### config.mk
export PLATFORM = sky130hd
export DESIGN_NAME = jtag_ir_ctrl
export DESIGN_NICKNAME = d
export VERILOG_FILES = /design/src/rtl/jtag_pkg.sv /design/src/rtl/jtag_ir_decode.sv /design/src/rtl/jtag_ir_ctrl.sv
export SDC_FILE = /design/constraint.sdc
export NUM_CORES = 1
export LEC_CHECK = 0
export ABC_AREA = 1
export CAP_MARGIN = 20
export CORE_UTILIZATION = 40
export DETAILED_ROUTE_END_ITERATION = 8
export GPL_TIMING_DRIVEN = 0
export MAX_ROUTING_LAYER = met4
export PLACE_DENSITY = 0.8
export SYNTH_ARGS = -nofsm -noshare
export SYNTH_HDL_FRONTEND = slang
export SYNTH_SLANG_ARGS = --single-unit
export TNS_END_PERCENT = 5
### constraint.sdc
create_clock -name ClockIR -period 1 [get_ports ClockIR]
set_input_delay 0.1 -clock ClockIR [delete_from_list [all_inputs] [get_ports ClockIR]]
set_output_delay 0.1 -clock ClockIR [all_outputs]
set_load 0.02 [all_outputs]
### src/rtl/jtag_pkg.sv
// jtag_pkg -- shared TAP definitions.
//   Default instruction length, standard opcodes, the mandatory
//   Capture-IR pattern and the one-hot data-register select type.
//   The DR mux and the TAP top use the select type as well.
package jtag_pkg;

   localparam int unsigned JTAG_IR_WIDTH = 4;

   localparam logic [3:0] JTAG_OP_EXTEST = 4'b0000;
   localparam logic [3:0] JTAG_OP_IDCODE = 4'b0001;
   localparam logic [3:0] JTAG_OP_SAMPLE = 4'b0010;
   localparam logic [3:0] JTAG_OP_BYPASS = 4'b1111;

   // Loaded into the two IR LSBs on Capture-IR; upper bits are zero.
   localparam logic [1:0] JTAG_IR_CAPTURE = 2'b01;

   // One-hot data-register select.
   typedef enum logic [3:0] {
      SEL_EXTEST = 4'b0001,
      SEL_SAMPLE = 4'b0010,
      SEL_IDCODE = 4'b0100,
      SEL_BYPASS = 4'b1000
   } jtag_sel_e;

endpackage

### src/rtl/jtag_ir_decode.sv
// jtag_ir_decode -- combinational opcode to one-hot DR select.
//   ir_i   : current instruction
//   sel_o  : one-hot select; any opcode not listed decodes to BYPASS
module jtag_ir_decode
   import jtag_pkg::*;
#(
   parameter int unsigned         IR_WIDTH  = JTAG_IR_WIDTH,
   parameter logic [IR_WIDTH-1:0] OP_EXTEST = IR_WIDTH'(JTAG_OP_EXTEST),
   parameter logic [IR_WIDTH-1:0] OP_IDCODE = IR_WIDTH'(JTAG_OP_IDCODE),
   parameter logic [IR_WIDTH-1:0] OP_SAMPLE = IR_WIDTH'(JTAG_OP_SAMPLE)
) (
   input  logic [IR_WIDTH-1:0] ir_i,
   output jtag_sel_e           sel_o
);

   always_comb begin
      sel_o = SEL_BYPASS;
      // All-ones is BYPASS regardless of how the other opcodes are set,
      // so it is tested first.
      if (ir_i == '1)             sel_o = SEL_BYPASS;
      else if (ir_i == OP_EXTEST) sel_o = SEL_EXTEST;
      else if (ir_i == OP_IDCODE) sel_o = SEL_IDCODE;
      else if (ir_i == OP_SAMPLE) sel_o = SEL_SAMPLE;
   end

endmodule

### src/rtl/jtag_ir_ctrl.sv
// jtag_ir_ctrl -- TAP instruction-register path.
//   TRST       : async reset, active-high
//   ClockIR    : test clock
//   CaptureIR/ShiftIR/UpdateIR : TAP state enables, sampled on rising edge
//   TDI        : serial in
//   TDO/TDO_en : serial out and drive enable, retimed to falling edge
//   Instr      : updated instruction
//   Sel*       : one-hot DR select decoded from Instr
//   LenErr     : last update followed fewer than IR_WIDTH shifts
module jtag_ir_ctrl
   import jtag_pkg::*;
#(
   parameter int unsigned         IR_WIDTH  = JTAG_IR_WIDTH,
   parameter logic [IR_WIDTH-1:0] OP_EXTEST = IR_WIDTH'(JTAG_OP_EXTEST),
   parameter logic [IR_WIDTH-1:0] OP_IDCODE = IR_WIDTH'(JTAG_OP_IDCODE),
   parameter logic [IR_WIDTH-1:0] OP_SAMPLE = IR_WIDTH'(JTAG_OP_SAMPLE)
) (
   input  logic                TRST,
   input  logic                ClockIR,
   input  logic                CaptureIR,
   input  logic                ShiftIR,
   input  logic                UpdateIR,
   input  logic                TDI,
   output logic                TDO,
   output logic                TDO_en,
   output logic [IR_WIDTH-1:0] Instr,
   output logic                SelExtest,
   output logic                SelSample,
   output logic                SelIdcode,
   output logic                SelBypass,
   output logic                LenErr
);

   localparam int unsigned CW = $clog2(IR_WIDTH + 1);
   localparam logic [CW-1:0] CNT_FULL = CW'(IR_WIDTH);

   logic [IR_WIDTH-1:0] sr_q, sr_d;
   logic [CW-1:0]       cnt_q, cnt_d;
   logic [IR_WIDTH-1:0] ir_q;
   logic                len_err_q;
   logic                tdo_q, tdo_en_q;
   jtag_sel_e           sel;

   always_comb begin
      sr_d  = sr_q;
      cnt_d = cnt_q;
      if (CaptureIR) begin
         sr_d  = IR_WIDTH'(JTAG_IR_CAPTURE);
         cnt_d = '0;
      end else if (ShiftIR) begin
         sr_d = {TDI, sr_q[IR_WIDTH-1:1]};
         // Saturate so an over-long shift still reads as complete.
         if (cnt_q != CNT_FULL) cnt_d = cnt_q + CW'(1);
      end
   end

   always_ff @(posedge ClockIR or posedge TRST) begin
      if (TRST) begin
         sr_q      <= '0;
         cnt_q     <= '0;
         ir_q      <= OP_IDCODE;
         len_err_q <= 1'b0;
      end else begin
         sr_q  <= sr_d;
         cnt_q <= cnt_d;
         // Update takes the pre-edge sr/cnt, so a concurrent shift does
         // not leak into the new instruction.
         if (UpdateIR) begin
            ir_q      <= sr_q;
            len_err_q <= (cnt_q < CNT_FULL);
         end
      end
   end

   // TDO changes on the falling edge, half a cycle after sr moves.
   always_ff @(negedge ClockIR or posedge TRST) begin
      if (TRST) begin
         tdo_q    <= 1'b0;
         tdo_en_q <= 1'b0;
      end else begin
         tdo_q    <= sr_q[0];
         tdo_en_q <= ShiftIR;
      end
   end

   jtag_ir_decode #(
      .IR_WIDTH  (IR_WIDTH),
      .OP_EXTEST (OP_EXTEST),
      .OP_IDCODE (OP_IDCODE),
      .OP_SAMPLE (OP_SAMPLE)
   ) u_decode (
      .ir_i  (ir_q),
      .sel_o (sel)
   );

   assign Instr     = ir_q;
   assign LenErr    = len_err_q;
   assign TDO       = tdo_q;
   assign TDO_en    = tdo_en_q;
   assign SelExtest = sel[0];
   assign SelSample = sel[1];
   assign SelIdcode = sel[2];
   assign SelBypass = sel[3];

endmodule

# After elaboration in Yosys (flattened, before gate mapping)
# Index checks and enable logic that the tools add are counted.
[totals]
reg_bits = 14
in_bits = 6
wordCells = 25
[op_classes]
n_addsub = 1
n_lt_le_gt_ge = 1
n_eq_ne = 4
n_mux = 9
reduce_logical = 4
[op_table]
columns = ["op", "count"]
rows = [
  ["$mux 4", 6],
  ["$mux 3", 3],
  ["$eq 4x1->1 const B", 1],
  ["$eq 4x2->1 const B", 1],
  ["$eq 4x4->1 const B", 1],
  ["$logic_not 4->1", 1],
  ["$reduce_bool 2->1", 2],
  ["$add 3x1->3 const B", 1],
  ["$lt 3x3->1 const B", 1],
  ["$ne 3x3->1 const B", 1],
  ["$reduce_and 2->1", 1],
]

# Depth between registers and ports, before layout
# Gate-level depths: netlist (run 1).
[logic_depth]
depth_word = 5
depth_mapped = 7
mapped_depth_nobuf = 7

# By module
# A second synthesis (run 1) with hierarchy kept.
[unflattened]
hier_cells = 75
area_unflattened_um2 = 634.4
[modules_own_cells]
columns = ["mod", "instances", "cells_per_inst", "area_each_um2"]
rows = [
  ["jtag_ir_ctrl", 1, 62, 581.8],
  ["jtag_ir_decode", 1, 13, 52.6],
]

==> impl_metrics.csv, run 1 <==
group,metric,value,unit
status,status,"finished, violations left",
status,violations,"negative setup slack",
clock_network,clock_path_buffers,2,
clock_network,postCtsSetupBuffers,0,
floorplanning,dieWidth,41.6,um
place,placedCellCount,101,
job,max_cap_violations,0,
route,vias,520,
clock_network,htreeDepth,1,
worst_setup_path,cpPeakStageDelay,410,ps
sta,setup_viol,11,
grt,grt_pass1_vias,455,
route,vias_per_cell,4.95,
worst_setup_path,critPathMaxFanout,1,
sta,clock_skew,3.51,ps
worst_setup_path,path_cells,"buf_6",
logic_synthesis,synth_compound_area_share,8.18,%
route,drc,0,
finish,antenna_cells,0,
worst_setup_path,crit_family,"flip-flops",
logic_synthesis,synth_fa_ha_area_share,3.99,%
place,gp_congestion,0.732,
logic_synthesis,muxShareOfSynthArea,0,%
place,preCtsSetupSlack,-564,ps
logic_synthesis,avgSynthCellArea,8.83,sq um
sta,fin_ws,-409,ps
place,portBuffers,15,
clock_network,numCtsBuffers,3,
sta,worst_pin_slew,287,ps
grt,grt_max_degree,15,
finish,layout_common_cells,"nand2_1, dfrtp_1, inv_2, buf_2",
logic_synthesis,synthesis.area,627,sq um
pwr,vdd_drop_max,0.677,mV
worst_setup_path,crit_slowest_cell,"dfrtn_1",
place,dp_hpwl,769,um
grt,overflow,0,
clock_network,tritoncts,"yes",
worst_setup_path,path_buf_inv,1,
clock_network,path_clk_slew,80,ps
sta,final-max-slew-violation-count,0,
logic_synthesis,synth_seq_cells,14,
finish,n_fill_cell,122,
grt,grtUsageTotal,14.7,%
floorplanning,start_util,45.3,%
worst_setup_path,startpoint_type,"flop",
pwr,power,1270,uW
pwr,power_density,1490,nW/um^2
grt,grt_first_pass_wirelength,1.86,mm
route,wl,1.07,mm
route,drtPass1Iterations,4,
logic_synthesis,synth_xor_area_share,0,%
floorplanning,core-area,1380,sq um
floorplanning,die_h,41.6,um
floorplanning,rows,13,
sta,relSlewSlack,80.8,%
finish,drive_gt1_share,36.7,%
finish,final_common_cell,"nand2_1",
clock_network,root_buffer,"clkbuf_4",
clock_network,clkSinkCount,14,
logic_synthesis,syn_nets,79,
clock_network,holdBufCountCts,0,
logic_synthesis,synth-simple-area-share,23.8,%
sta,rsz0062_at_grt,"yes",
worst_setup_path,crit_path_end_kind,"primary output",
floorplanning,die_area,1730,sq um
sta,hold_viol,0,
worst_setup_path,criticalPathCategory,"flop to primary output",
logic_synthesis,synth_top_family_by_area,"simple AND/OR/NAND/NOR gates",
finish,layout.cells.non_filler,105,
floorplanning,num_io_pins,17,
route,wire_per_inst,10.2,um
grt,antenna_found_initial,0,
worst_setup_path,arrival,1310,ps
logic_synthesis,seq_area_frac_synth,56.1,%
clock_network,insertion_delay,280,ps
logic_synthesis,synth_cell_type_count,20,
logic_synthesis,yosys_warnings,0,
worst_setup_path,required,900,ps
route,drtIter0Drc,9,
finish,finish.net_count,99,
logic_synthesis,syn_inst,71,
route,antenna_left,0,
min_path,min_path_type,"primary input to flop",
finish,area_growth,35.7,%
pwr,leakage,0.000423,uW
-- flip-flops by register name, summed over array words and instances (netlist names) --
signal and flops:
Instr 4, LenErr 1, TDO 1, TDO_en 1, cnt_q 3, sr_q 4
-- cells by family after synthesis --
family,Yosys count
simple gates,35
flops,14
buf+inv,11
compound gates,9
fa+ha+maj,2
-- synthesized netlist by cell type --
library cell	n	area share (%)
a21oi_1	2	1.6
a21oi_2	1	1.4
buf_2	1	0.80
buf_6	1	1.8
dfrtn_1	2	8.0
dfrtp_1	11	44
dfstp_2	1	4.2
ha_1	2	4.0
inv_1	8	4.8
inv_2	1	0.60
nand2_1	21	13
nand2_2	1	1.0
nand3_1	3	2.4
nand4_1	2	2.0
nor2_1	4	2.4
nor2_2	1	1.0
nor3_1	3	2.4
o21ai_0	1	0.80
o21ai_1	4	3.2
o21bai_1	1	1.2
-- stage by stage --
stage / utilization [%] / hold slack [ps] / cell area (sq um) / setup TNS [ps]
2_1_floorplan: - / -11.5 / 652 / -463
3_3_place_gp: 59.4 / 370 / 821 / -4500
3_5_place_dp: 59.4 / 381 / 821 / -4690
4_1_cts: 60.4 / 73.2 / 835 / -2320
5_1_grt: 61.5 / 74.4 / 851 / -2830
6_report: 61.5 / 79.9 / 851 / -2140
-- what timing repair did --
item	4_1_cts	5_1_grt
resized for setup	57	6
endpoints found under the hold margin	0	0
pin swaps	1	0
setup endpoints to repair	15	14
-- final cells by class --
type                    instances  area (sq um)  area share (%)
clock buffers                   4          36.3            4.26
inverters                       9          37.5            4.41
plain buffers                   2          16.3            1.91
flip-flops and latches         14           353            41.5
well taps                      15          18.8            2.21
multi-input cells              46           265            31.2
repair buffers                 15           124            14.6
-- final timing paths --
check / from / end / slack, ps / cells past startpoint
min in group asynchronous: TRST / sr_q[0] / 120 / 2
max: TDO_en / TDO_en / -410 / 1
min: UpdateIR / Instr[0] / 80 / 2
max reg2reg: cnt_q[0] / cnt_q[2] / -100 / 7
max in group asynchronous: TRST / TDO_en / 270 / 2
min reg2reg: cnt_q[1] / cnt_q[1] / 510 / 2
-- power breakdown --
part	switching [uW]	internal, uW
combinational	134	103
clock	178	222
sequential	26.7	601
-- routing by layer --
metal  GRT usage (%)  routed length [um]
met4            9.68                  31
met5               -                   0
met1            18.0                 482
met2            21.3                 495
met3            3.91                  59
No activity file was read; power rests on OpenSTA's default activity.
==> run 2, diff against run 1 <==
--- a/config.mk
+++ b/config.mk
@@ -7,12 +7,15 @@
 export LEC_CHECK = 0
 export ABC_AREA = 1
 export CAP_MARGIN = 20
-export CORE_UTILIZATION = 40
+export CORE_MARGIN = 3
+export CORE_UTILIZATION = 45
 export DETAILED_ROUTE_END_ITERATION = 8
+export DONT_BUFFER_PORTS = 1
 export GPL_TIMING_DRIVEN = 0
 export MAX_ROUTING_LAYER = met4
-export PLACE_DENSITY = 0.8
+export PLACE_DENSITY = 0.71
 export SYNTH_ARGS = -nofsm -noshare
 export SYNTH_HDL_FRONTEND = slang
+export SYNTH_HIERARCHICAL = 1
 export SYNTH_SLANG_ARGS = --single-unit
 export TNS_END_PERCENT = 5
==> impl_metrics.csv, run 2 <==
group,metric,value,unit
finish,layout_common_cells,"nand2_1, dfrtp_1, inv_1",
finish,antenna_cells,0,
clock_network,clock_path_buffers,2,
place,gp_congestion,0.747,
worst_setup_path,reg2reg_from,"cnt_q[0]",
route,drtPass1Iterations,4,
floorplanning,die_area,1900,sq um
logic_synthesis,synth_top_cell_by_area,"dfrtp_1",
finish,layout.cells.non_filler,99,
clock_network,tritoncts,"yes",
logic_synthesis,synth_top_cells_by_count,"nand2_1, dfrtp_1, inv_1",
logic_synthesis,synth_area_leaders,"dfrtp_1, nand2_1, dfrtn_1",
sta,fin_ws,-379,ps
worst_setup_path,reg2reg_slack,-90,ps
grt,grt_first_pass_wirelength,1.98,mm
clock_network,postCtsSetupBuffers,0,
sta,rsz0062_at_grt,"yes",
worst_setup_path,rr_worst_depth,6,
min_path,min_path_type,"primary input to flop",
grt,grtUsageTotal,14.4,%
finish,final_common_cell,"nand2_1",
min_path,whs_path_depth,3,
floorplanning,rows,12,
pwr,power_density,1560,nW/um^2
logic_synthesis,synthesis.area,634,sq um
finish,fin_area,792,sq um
route,antenna_left,0,
sta,worst_pin_slew,491,ps
route,drtIter0Drc,17,
route,vias_per_cell,5.10,
sta,final-max-slew-violation-count,0,
pwr,leakage,0.000399,uW
route,wl,1.27,mm
floorplanning,num_io_pins,17,
logic_synthesis,ys.flop_type,"dfrtp_1",
logic_synthesis,avgSynthCellArea,8.46,sq um
clock_network,insertion_delay,280,ps
status,violations,"negative setup slack",
logic_synthesis,muxShareOfSynthArea,0,%
worst_setup_path,rr_endpoint,"cnt_q[0]",
clock_network,path_clk_slew,80,ps
finish,drive_gt1_share,23.5,%
route,wl_met3,73,um
floorplanning,dieWidth,43.5,um
logic_synthesis,synth_fa_ha_area_share,3.94,%
grt,grt_pass1_vias,467,
route,met2_length,610,um
logic_synthesis,synth_compound_area_share,9.66,%
grt,antenna_found_initial,0,
logic_synthesis,synth_top_family_by_area,"simple AND/OR/NAND/NOR gates",
logic_synthesis,synth_top_area_share,43.4,%
floorplanning,core-area,1220,sq um
sta,clock_skew,4.58,ps
clock_network,htreeDepth,1,
route,drc,0,
logic_synthesis,synth_cell_type_count,17,
worst_setup_path,crit_path_end_kind,"primary output",
grt,grt_max_degree,12,
logic_synthesis,ys_async_sr_fraction,100,%
finish,fin_util,65.1,%
sta,setup_viol,11,
logic_synthesis,synth_edf_count,0,
status,status,"finished, violations left",
clock_network,numCtsBuffers,3,
clock_network,root_buffer,"clkbuf_4",
min_path,worstHoldStart,"CaptureIR",
finish,area_growth,24.9,%
worst_setup_path,arrival,1280,ps
floorplanning,start_util,52.2,%
route,top_layer_used,"met4",
route,m1WireLength,564,um
job,max_cap_violations,0,
worst_setup_path,startpoint_type,"flop",
sta,hold_viol,0,
place,placedCellCount,89,
finish,finish.net_count,94,
sta,relSlewSlack,67.2,%
logic_synthesis,seq_area_frac_synth,55.4,%
logic_synthesis,syn_inst,75,
pwr,vdd_drop_max,1.03,mV
floorplanning,die_h,43.5,um
logic_synthesis,syn_nets,83,
worst_setup_path,required,900,ps
grt,overflow,0,
clock_network,clkSinkCount,14,
finish,n_fill_cell,113,
min_path,hold_end,"sr_q[1]",
route,wire_per_inst,12.8,um
place,dp_hpwl,773,um
worst_setup_path,critPathMaxFanout,1,
logic_synthesis,yosys_warnings,6,
route,vias,505,
logic_synthesis,synth_xor_area_share,0,%
place,portBuffers,0,
worst_setup_path,criticalPathCategory,"flop to primary output",
logic_synthesis,synth_seq_cells,14,
logic_synthesis,yosysMostFrequentCell,"nand2_1",
place,place_area,652,sq um
logic_synthesis,synth-simple-area-share,22.7,%
## run 2: metrics by stage
stage / TNS [ps] / hold WS (ps) / total power [uW] / setup slack (ps)
CTS: -2150 / 2.43 / 1230 / -387
floorplan: -223 / -11.5 / 773 / -72.7
finish: -2100 / 9.69 / 1240 / -379
detailed placement: -562 / 55.7 / 796 / -90.3
global placement: -550 / 51.8 / 793 / -90.8
global route: -2620 / 5.71 / 1310 / -410
## run 2: where the power goes
group	switching (uW)	internal, uW	total [uW]
registers	54.2	606	660
logic	120	60.6	180
clock network	175	221	397
total	349	888	1240
## run 2: final cells by class
class / count / area (sq um) / share of cell area, %
sequential: 14 / 353 / 44.5
multi-input combinational: 47 / 270 / 34.1
timing repair buffer: 6 / 62.6 / 7.90
inverter: 14 / 52.6 / 6.64
clock buffer: 4 / 36.3 / 4.58
tap: 14 / 17.5 / 2.21
## run 2: worst max-delay path by stage
stage          startpoint   endpoint  slack, ps  cells after the start
2_1_floorplan         TDO        TDO        -70                      0
3_3_place_gp     Instr[0]  SelIdcode        -90                      2
3_5_place_dp     Instr[0]  SelIdcode        -90                      2
4_1_cts            TDO_en     TDO_en       -390                      0
5_1_grt            TDO_en     TDO_en       -410                      0
6_report           TDO_en     TDO_en       -380                      0
## run 2: logic make-up after synthesis
kind of cell | Yosys count
fa+ha+maj | 2
flops | 14
buf+inv | 14
compound gates | 11
simple gates | 34
## run 2: tightest hold or removal path, stage by stage
cell and delay [ps]:
inv_2 40, nand3_1 60, o21ai_1 60
## run 2: what timing repair did
item                                   in CTS  in global routing
hold buffers                                6                  0
cloned                                      0                  0
endpoints found under the hold margin      19                  0
setup endpoints to repair                  11                 12
gates resized for setup                     8                  5
## run 2: per-layer routing
metal,vias up,GRT usage [%]
met5,-,-
met4,0,7.23
met3,4,3.32
met2,17,21.8
met1,229,18.0
li1,255,-
==> run 3, diff against run 2 <==
--- a/config.mk
+++ b/config.mk
@@ -6,14 +6,13 @@
 export NUM_CORES = 1
 export LEC_CHECK = 0
 export ABC_AREA = 1
-export CAP_MARGIN = 20
-export CORE_MARGIN = 3
 export CORE_UTILIZATION = 45
 export DETAILED_ROUTE_END_ITERATION = 8
 export DONT_BUFFER_PORTS = 1
 export GPL_TIMING_DRIVEN = 0
 export MAX_ROUTING_LAYER = met4
 export PLACE_DENSITY = 0.71
+export SLEW_MARGIN = 15
 export SYNTH_ARGS = -nofsm -noshare
 export SYNTH_HDL_FRONTEND = slang
 export SYNTH_HIERARCHICAL = 1
==> impl_metrics.csv, run 3 (synthesized netlist as in run 2, its figures left out) <==
group,metric,value,unit
route,drtPass1Iterations,4,
worst_setup_path,rr_worst_depth,7,
worst_setup_path,reg2reg_slack,-110,ps
sta,relSlewSlack,66.5,%
clock_network,root_buffer,"clkbuf_4",
clock_network,path_clk_slew,80,ps
worst_setup_path,critPathMaxFanout,1,
finish,finish.net_count,93,
place,placedCellCount,90,
place,dp_hpwl,841,um
route,wire_per_inst,13.3,um
finish,layout.cells.non_filler,99,
place,gp_congestion,0.716,
worst_setup_path,rr_endpoint,"cnt_q[2]",
route,drtIter0Drc,4,
sta,final-max-slew-violation-count,0,
floorplanning,start_util,48.7,%
grt,grt_first_pass_wirelength,1.99,mm
floorplanning,die_h,39.5,um
clock_network,postCtsSetupBuffers,0,
clock_network,tritoncts,"yes",
sta,fin_ws,-386,ps
place,preCtsSetupSlack,-88.2,ps
clock_network,numCtsBuffers,3,
finish,fin_util,58.7,%
sta,clock_skew,6.21,ps
worst_setup_path,crit_path_end_kind,"primary output",
worst_setup_path,required,900,ps
clock_network,clkSinkCount,14,
sta,rsz0062_at_grt,"yes",
floorplanning,core-area,1300,sq um
finish,antenna_cells,0,
grt,antenna_found_initial,0,
worst_setup_path,arrival,1290,ps
finish,final_common_cell,"nand2_1",
clock_network,htreeDepth,1,
worst_setup_path,criticalPathCategory,"flop to primary output",
pwr,leakage,0.000379,uW
place,portBuffers,0,
sta,hold_viol,0,
min_path,min_path_type,"primary input to flop",
finish,drive_gt1_share,22.6,%
route,wl,1.31,mm
worst_setup_path,critPathLaunch,"TDO_en",
clock_network,insertion_delay,280,ps
sta,whs,14.2,ps
route,antenna_left,0,
status,status,"finished, violations left",
route,vias_per_cell,5.27,
route,drc,0,
job,max_cap_violations,0,
worst_setup_path,crit_end,"TDO_en",
finish,layout_common_cells,"nand2_1, dfrtp_1, inv_1",
grt,grtUsageTotal,21.1,%
pwr,power_density,1530,nW/um^2
grt,overflow,0,
pwr,vdd_drop_max,0.761,mV
sta,worst_pin_slew,500,ps
clock_network,clock_path_buffers,2,
worst_setup_path,cp.depth,0,
worst_setup_path,startpoint_type,"flop",
floorplanning,dieWidth,39.5,um
route,vias,522,
status,violations,"negative setup slack",
finish,area_growth,20.3,%
worst_setup_path,reg2reg_from,"cnt_q[0]",
grt,grt_pass1_vias,498,
floorplanning,num_io_pins,17,
floorplanning,die_area,1560,sq um
sta,setup_viol,11,
grt,grt_max_degree,12,
floorplanning,rows,13,
[run 3: changes by cell type in the layout (fill, tap and decap cells not counted)]
| cell | delta |
|---|---|
| clkbuf_8 | -1 |
| dlymetal6s4s_1 | -1 |
| a21oi_2 | +1 |
| clkbuf_1 | +1 |
| a21oi_4 | -1 |
[run 3: cell type report]
class	instances	area, sq um
clock buffer	4	26.3
fill	117	538
inverter	14	52.6
multi-input combinational	47	263
sequential	14	353
tap	15	18.8
timing repair buffer	5	50.0
[run 3: how the worst min path moves through the flow]
stage	startpoint	end	slack [ps]	cells past startpoint
global route	TDI	sr_q[3]	10	2
CTS	CaptureIR	sr_q[1]	5	3
finish	CaptureIR	sr_q[1]	10	3
floorplan	TRST	Instr[1]	-10	1
detailed placement	TRST	sr_q[1]	60	1
global placement	TRST	cnt_q[0]	50	1
[run 3: repair_timing]
action,CTS,global route
pin swaps,1,0
hold buffers,5,0
resized for setup,11,0
setup endpoints to repair,11,11
hold endpoints to repair,18,0
[run 3: routing by layer]
metal / GRT usage [%] / up-vias / wire [um] / part of all wire [%]
li1: - / 253 / - / -
met1: 20.8 / 242 / 562 / 43
met2: 36.1 / 23 / 644 / 49
met3: 6.25 / 4 / 81 / 6.2
met4: 12.9 / 0 / 24 / 1.8
met5: - / - / 0 / 0
[run 3: per-stage QoR]
stage               power (uW)  instance area (sq um)  setup TNS [ps]
global placement           791                    653            -517
global route              1230                    763           -2730
floorplan                  773                    634            -223
CTS                       1180                    763           -2120
detailed placement         797                    653            -610
finish                    1170                    763           -2120
[run 3: report_power, final]
group          switching (uW)  internal (uW)  total [uW]
registers                54.4            606         660
logic                     120           57.5         178
clock network             178            155         333
